## src/rtl/vote_session_ctrl.sv

```systemverilog
// Session controller for a 5-voter, 3-candidate one-hot ballot tally.
// Round-robin grant, one ballot per voter, closes on all-voted or timeout.
module vote_session_ctrl #(
    parameter int TIMEOUT = 16,
    parameter int TW      = 5
) (
    input  logic        clk,
    input  logic        rst,
    input  logic        start,
    input  logic [4:0]  req,
    input  logic [14:0] ballot,
    output logic [4:0]  grant,
    output logic [4:0]  voted,
    output logic        busy,
    output logic        done,
    output logic [2:0]  result,
    output logic [2:0]  cnt0,
    output logic [2:0]  cnt1,
    output logic [2:0]  cnt2,
    output logic [2:0]  invalid_cnt
);

    localparam logic [1:0] S_IDLE  = 2'd0;
    localparam logic [1:0] S_OPEN  = 2'd1;
    localparam logic [1:0] S_TALLY = 2'd2;
    localparam logic [1:0] S_DONE  = 2'd3;

    logic [1:0]    state_q, state_d;
    logic [2:0]    ptr_q, ptr_d;
    logic [TW-1:0] timer_q, timer_d;
    logic [4:0]    voted_q, voted_d;
    logic [2:0]    cnt0_q, cnt0_d;
    logic [2:0]    cnt1_q, cnt1_d;
    logic [2:0]    cnt2_q, cnt2_d;
    logic [2:0]    inv_q, inv_d;
    logic [2:0]    result_q, result_d;

    logic [4:0] elig;
    logic       gvalid;
    logic [2:0] gidx;
    logic [2:0] gballot;
    int         idx;

    // First eligible voter searching upward from ptr, wrapping at 5.
    always_comb begin
        elig   = req & ~voted_q;
        gvalid = 1'b0;
        gidx   = 3'd0;
        idx    = 0;
        if (state_q == S_OPEN) begin
            for (int k = 0; k < 5; k++) begin
                idx = int'(ptr_q) + k;
                if (idx >= 5) idx = idx - 5;
                if (!gvalid && elig[idx]) begin
                    gvalid = 1'b1;
                    gidx   = 3'(idx);
                end
            end
        end
        grant = gvalid ? 5'(5'b00001 << gidx) : 5'b00000;
    end

    always_comb begin
        case (gidx)
            3'd0:    gballot = ballot[2:0];
            3'd1:    gballot = ballot[5:3];
            3'd2:    gballot = ballot[8:6];
            3'd3:    gballot = ballot[11:9];
            3'd4:    gballot = ballot[14:12];
            default: gballot = 3'b000;
        endcase
    end

    always_comb begin
        state_d  = state_q;
        ptr_d    = ptr_q;
        timer_d  = timer_q;
        voted_d  = voted_q;
        cnt0_d   = cnt0_q;
        cnt1_d   = cnt1_q;
        cnt2_d   = cnt2_q;
        inv_d    = inv_q;
        result_d = result_q;
        case (state_q)
            S_IDLE, S_DONE: begin
                if (start) begin
                    state_d  = S_OPEN;
                    ptr_d    = 3'd0;
                    timer_d  = '0;
                    voted_d  = 5'b00000;
                    cnt0_d   = 3'd0;
                    cnt1_d   = 3'd0;
                    cnt2_d   = 3'd0;
                    inv_d    = 3'd0;
                    result_d = 3'b000;
                end
            end
            S_OPEN: begin
                timer_d = timer_q + 1'b1;
                if (gvalid) begin
                    voted_d[gidx] = 1'b1;
                    ptr_d = (gidx == 3'd4) ? 3'd0 : gidx + 3'd1;
                    case (gballot)
                        3'b001:  cnt0_d = cnt0_q + 3'd1;
                        3'b010:  cnt1_d = cnt1_q + 3'd1;
                        3'b100:  cnt2_d = cnt2_q + 3'd1;
                        default: inv_d  = inv_q + 3'd1;
                    endcase
                end
                if (&voted_d || timer_q == TW'(TIMEOUT - 1))
                    state_d = S_TALLY;
            end
            S_TALLY: begin
                // Strict maximum only; ties and an all-zero tally give 000.
                if (cnt0_q > cnt1_q && cnt0_q > cnt2_q)
                    result_d = 3'b001;
                else if (cnt1_q > cnt0_q && cnt1_q > cnt2_q)
                    result_d = 3'b010;
                else if (cnt2_q > cnt0_q && cnt2_q > cnt1_q)
                    result_d = 3'b100;
                else
                    result_d = 3'b000;
                state_d = S_DONE;
            end
            default: state_d = S_IDLE;
        endcase
    end

    always_ff @(posedge clk) begin
        if (rst) begin
            state_q  <= S_IDLE;
            ptr_q    <= 3'd0;
            timer_q  <= '0;
            voted_q  <= 5'b00000;
            cnt0_q   <= 3'd0;
            cnt1_q   <= 3'd0;
            cnt2_q   <= 3'd0;
            inv_q    <= 3'd0;
            result_q <= 3'b000;
        end else begin
            state_q  <= state_d;
            ptr_q    <= ptr_d;
            timer_q  <= timer_d;
            voted_q  <= voted_d;
            cnt0_q   <= cnt0_d;
            cnt1_q   <= cnt1_d;
            cnt2_q   <= cnt2_d;
            inv_q    <= inv_d;
            result_q <= result_d;
        end
    end

    assign voted       = voted_q;
    assign busy        = (state_q == S_OPEN) || (state_q == S_TALLY);
    assign done        = (state_q == S_DONE);
    assign result      = result_q;
    assign cnt0        = cnt0_q;
    assign cnt1        = cnt1_q;
    assign cnt2        = cnt2_q;
    assign invalid_cnt = inv_q;

endmodule

```

## config.mk

```make
export PLATFORM = sky130hd
export DESIGN_NAME = vote_session_ctrl
export DESIGN_NICKNAME = d
export VERILOG_FILES = /design/src/rtl/vote_session_ctrl.sv
export SDC_FILE = /design/constraint.sdc
export NUM_CORES = 1
export LEC_CHECK = 0
export BUFFER_PORTS_ARGS = -buffer_cell sky130_fd_sc_hd__buf_2
export CORE_ASPECT_RATIO = 1.1
export CORE_MARGIN = 2
export CORE_UTILIZATION = 59
export CTS_CLUSTER_DIAMETER = 120
export CTS_CLUSTER_SIZE = 10
export DETAILED_ROUTE_END_ITERATION = 8
export GPL_ROUTABILITY_DRIVEN = 0
export GPL_TIMING_DRIVEN = 0
export PLACE_DENSITY = 0.82
export SKIP_CTS_REPAIR_TIMING = 1
export SLEW_MARGIN = 20
export SYNTH_ARGS = -nofsm -noshare
export SYNTH_HDL_FRONTEND = slang
export SYNTH_SLANG_ARGS = --single-unit
export TNS_END_PERCENT = 50
```

## constraint.sdc

```tcl
create_clock -name clk -period 8.2 [get_ports clk]
set_clock_uncertainty 0.2 [all_clocks]
set_input_delay 2.46 -clock clk [delete_from_list [all_inputs] [get_ports clk]]
set_output_delay 2.46 -clock clk [all_outputs]
set_load 0.05 [all_outputs]
```

# == Yosys cells after proc, flatten, opt, wreduce, memory -nomap -nowiden ==
# Cells that the tools add are included.
# totals
out_inout_bits,27
ff_bits,30
wordCells,166
# classes
addsub,15
reduce_logical,29
n_eq_ne,18
n_mux,73
n_lt_le_gt_ge,18
n_bitwise,3
shifts,1
# ops
op,count
2-to-1 mux 32 bit,10
"< comparator 32 x 5 -> 1 bit, second input constant",5
2-to-1 mux 3 bit,20
case mux 3 bit (2 select lines),6
2-to-1 mux 1 bit,21
2-to-1 mux 5 bit,4
case mux 5 bit (2 select lines),2
"subtractor 4 x 3 -> 5 bit, second input constant",4
greater-than comparator 3 bit,6
"greater-or-equal comparator 4 x 3 -> 1 bit, second input constant",4
AND reduction 4 bit,4
"adder 3 x 1 -> 3 bit, second input constant",5
binary-select mux 1 bit (select 3 bit),5
case mux 3 bit (5 select lines),1
"== test 3 x 2 -> 1 bit, second input constant",3
"adder 3 x 2 -> 4 bit, second input constant",2
logical AND 1 bit,8
"inequality test 2 bit, second input constant",4
"== test 3 x 1 -> 1 bit, second input constant",2
"== test 3 bit, second input constant",2
"inequality test 2 x 1 -> 1 bit, second input constant",3
case mux 2 bit (3 select lines),1
AND reduction 2 bit,3
"adder 5 x 1 -> 5 bit, second input constant",1
24 further kinds,31

# == Longest topological paths before layout ==
# logic_depth
depth_word,35
ltp_mapped,23

# == Worst setup path before layout ==
# OpenSTA, ideal clock, no wires.
# synth_timing
kind,input-to-output
start,in req[3]
end,out grant[0]
t_arrival_ns,5.738
setup_slack_ns,-0.198
n_path_buf,2
stages,11
path_cell_list,nand2b_1 -> clkbuf_1 -> mux4_2 -> o22ai_1 -> nor2_1 -> a311oi_1 -> o311ai_0 -> nand2_1 -> ha_1 -> clkbuf_1 -> nor3b_1
# synth_via
elab_chain_len,24
# synth_rtl
item,line_no,text
"start, declared",10,"input logic [4:0] req,"
bitwise AND 5 bit *,46,elig = req & ~voted_q;
binary-select mux 1 bit (select 3 bit),54,if (!gvalid && elig[idx]) begin
2-to-1 mux 1 bit (not written as such) (2 in a row),54,
2-to-1 mux 1 bit,54,
2-to-1 mux 1 bit,50,if (state_q == S_OPEN) begin
zero test 1 bit,54,
logical AND 1 bit,54,
2-to-1 mux 1 bit,54,
[7 not listed],-,
2-to-1 mux 1 bit,54,
2-to-1 mux 1 bit,50,
zero test 1 bit,54,
logical AND 1 bit,54,
2-to-1 mux 3 bit,54,
2-to-1 mux 3 bit,50,
<< shifter 1 x 3 -> 5 bit,60,grant = gvalid ? 5'(5'b00001 << gidx) : 5'b00000;
2-to-1 mux 5 bit *,60,
"end, declared",12,"output logic [4:0] grant,"
# Mark *: on every way between the ends. The rest lies on a longest branch, timed or not. The select of a mux whose other input is x is not followed.

# == Worst setup path in the final report ==
# layout_timing
start,in req[2]
end,out grant[3]
# The elaborated chain is that of the path after synthesis.

==> key figures <==
Outcome
  • Status: completed

Yosys
  • Largest family of logic cells by synthesized area: simple AND/OR/NAND/NOR gates
  • Syn Nets: 508
  • Synth Area in XOR/XNOR: 0.0202
  • Yosys warns: 0
  • Post-synthesis instance total: 449
  • FF+latch count, synth: 30
  • Synthesized area per cell: 7.59 um2
  • Number of flops mapped to enable cells by yosys: 0
  • Synth async-reset ratio: 0
  • Post-synthesis simple-gate area fraction: 0.288
  • Synth Area in Adders: 0.132
  • Sequential element share of the synthesized area: 0.176
  • Proportion of synthesized area in mux cells: 0.0514
  • Mapped cell area: 3410 um2
  • Most common flop cell mapped by yosys: dfxtp_1
  • Post-synthesis compound-gate area fraction: 0.273
  • Synth unique cells: 76

CTS
  • Clk_lat worst skew: 0.29 ns
  • Max Root-Sink Buffers: 2
  • CTS root buf: clkbuf_8
  • H-tree levels: 2
  • Reg clk slew, reported paths: 0.07 ns
  • TritonCTS Sinks: 30
  • Inserted Clock Buffers: 5
  • TritonCTS clock tree: done

Finish
  • Layout Area Growth over Synthesis: 14.4%
  • Multi-input gate area: 2650 um2
  • Final nets: 562
  • Layout cells sized above 1: 0.183
  • N_diodes: 0
  • Area occupied by registers: 601 um2
  • Fin area: 3900 um2
  • Final core utilization: 0.689
  • # fillers: 492

Drt
  • Vias after detailed routing: 3828
  • Post-DR wirelength/cell: 17.9 um
  • Number of remaining DRC errors: 0
  • Drt total wl: 10400 um
  • Drt pass-1 iters: 6
  • DRT antenna net count: 0
  • DRT iter0 DRCs: 482
  • Via density: 6.59

Worst setup path
  • R2R depth: 22
  • CP required: 5.54 ns
  • CP max FO: 10
  • WP data arrival: 5.42 ns
  • CP Launch Type: primary input
  • Setup Crit Path Kind: in -> out
  • Crit. End Element: primary output

Hold path
  • Hold Crit Depth: 2
  • Hold/Removal Path Class: reg -> reg

Floorplanning
  • Die width: 76.5 um
  • IO Pins: 50
  • Cell Rows: 29
  • Die area: 6400 um2
  • Initial Util: 0.602
  • DIE HEIGHT: 83.7 um
  • Core Area: 5660 um2

STA
  • Worst-Margin Slew: 0.774 ns
  • Post-layout min period: 8.08 ns
  • Period utilization: 0.985
  • Fmax: 124 MHz
  • Post-route setup slack: 0.124 ns
  • Setup-failing EPs final: 0
  • Final hold viol count: 0
  • Slew HR: 0.481
  • Pins Over Slew Limit: 0

Placed design
  • Pre-CTS WS: -0.321 ns
  • Buffers on Ports: 49
  • Post-DP Area: 3750 um2
  • Hpwl dp: 7750 um

Global route
  • Largest net degree at the start of global routing: 13
  • Grt ovf: 0
  • First-pass GRT wire length: 16800 um
  • Total track usage: 0.320
  • Vias in the first global route: 3612
  • Initial antenna violation count: 0

Power and ir drop
  • Total power: 824 uW
  • PD cells: 211 nW/um2
  • Max rail drop VDD: 0.267 mV
  • LEAKAGE: 1.71 nW

Job
  • Max-cap violations: 0
-- sequential cells by signal (all words and copies together) (netlist names) --
register and count:
cnt0 3, cnt2 3, invalid_cnt 3, timer_q 5, result 3, cnt1 3
state_q 2, ptr_q 3, voted 5
-- worst max-delay path: stages --
cell and delay, ns:
buf_2 0.12, nand2b_2 0.18, nor4_1 0.08, o32ai_1 0.37
o311ai_2 0.24, or3_1 0.40, a311o_1 0.46, and2_4 0.18
buf_6 0.15, inv_6 0.07, ha_1 0.26, and3_1 0.19
buf_2 0.26
-- final cells by class --
cell class / instances / share of cell area
plain buffers: 18 / 0.0215
clock buffers: 8 / 0.0283
inverters: 28 / 0.0283
multi-input cells: 371 / 0.680
flip-flops and latches: 30 / 0.154
well taps: 77 / 0.0247
repair buffers: 49 / 0.0629
-- cells by family after synthesis --
| group | Yosys count |
|---|---|
| muxes | 14 |
| buffers and inverters | 48 |
| adders and majority gates | 36 |
| xor gates and xnor gates | 7 |
| AOI/OAI and AO/OA | 131 |
| and+or+nand+nor | 183 |
| DFF | 30 |
-- metal layers --
layer / vias to the layer above / routed length (um) / GRT usage
li1: 1782 / - / -
met1: 1790 / 4190 / 0.400
met2: 212 / 4880 / 0.537
met3: 44 / 941 / 0.0509
met4: 0 / 359 / 0.150
met5: - / 0 / 0
-- power by group --
part	switching [mW]	internal [mW]	total, mW
registers	0.0137	0.155	0.169
logic	0.343	0.170	0.512
clock network	0.0584	0.0847	0.143
total	0.415	0.409	0.824
-- final timing paths --
kind                                   to  startpoint  slack [ns]
worst min register to register  result[2]   result[2]        0.27
worst min-delay path            result[2]   result[2]        0.27
worst max-delay path             grant[3]      req[2]        0.12
worst max register to register    cnt1[2]    ptr_q[0]        1.55
-- cell usage after synthesis (3+ instances only) --
cell type / count / area, um2
a211oi_1: 7 / 52.6
a21o_1: 5 / 37.5
a21oi_1: 33 / 165
a22oi_1: 11 / 82.6
a31oi_1: 8 / 50.1
a32oi_1: 4 / 35.0
and2_1: 5 / 31.3
and3_1: 9 / 56.3
buf_2: 3 / 15.0
clkbuf_1: 13 / 48.8
dfxtp_1: 30 / 601
ha_1: 36 / 450
inv_1: 26 / 97.6
mux2i_1: 7 / 70.1
nand2_1: 49 / 184
nand2b_1: 13 / 81.3
nand3_1: 15 / 75.1
nand3b_1: 10 / 75.1
nand4_1: 4 / 25.0
nor2_1: 26 / 97.6
nor2b_1: 13 / 81.3
nor3_1: 13 / 65.1
nor3b_1: 5 / 37.5
nor4_1: 3 / 18.8
o2111ai_1: 7 / 61.3
o211ai_1: 3 / 22.5
o21a_1: 3 / 22.5
o21ai_0: 15 / 75.1
o22ai_1: 3 / 18.8
o31ai_1: 3 / 22.5
or3_1: 5 / 31.3
xnor2_1: 5 / 43.8
-- layout by cell type, fill, tap and decap left out, types with 4 or more instances in the layout --
master / Yosys / routed
and3_1: 9 / 9
nand2b_1: 13 / 10
and2_1: 5 / 5
nand3b_1: 10 / 10
a31oi_1: 8 / 8
a21oi_1: 33 / 33
inv_1: 26 / 26
a32oi_1: 4 / 4
o21ai_0: 15 / 14
nor2b_1: 13 / 12
nor3b_1: 5 / 4
a21o_1: 5 / 5
nand2_1: 49 / 49
a22oi_1: 11 / 11
mux2i_1: 7 / 7
or3_1: 5 / 5
o2111ai_1: 7 / 7
a211oi_1: 7 / 7
ha_1: 36 / 35
nand3_1: 15 / 15
nor2_1: 26 / 26
nand4_1: 4 / 4
nor3_1: 13 / 13
xnor2_1: 5 / 5
clkbuf_1: 13 / 11
buf_2: 3 / 52
dfxtp_1: 30 / 30
clkbuf_8: 0 / 8
-- stage by stage --
stage          setup TNS [ns]  hold WS [ns]  std cells
2_1_floorplan         -0.0797         0.254        449
3_3_place_gp           -0.960         0.243        575
5_1_grt               -0.0388         0.290        581
6_report                    0         0.269        581
3_5_place_dp           -0.898         0.257        575
4_1_cts                 -1.16         0.267        583
No activity file was read; power rests on OpenSTA's default activity.
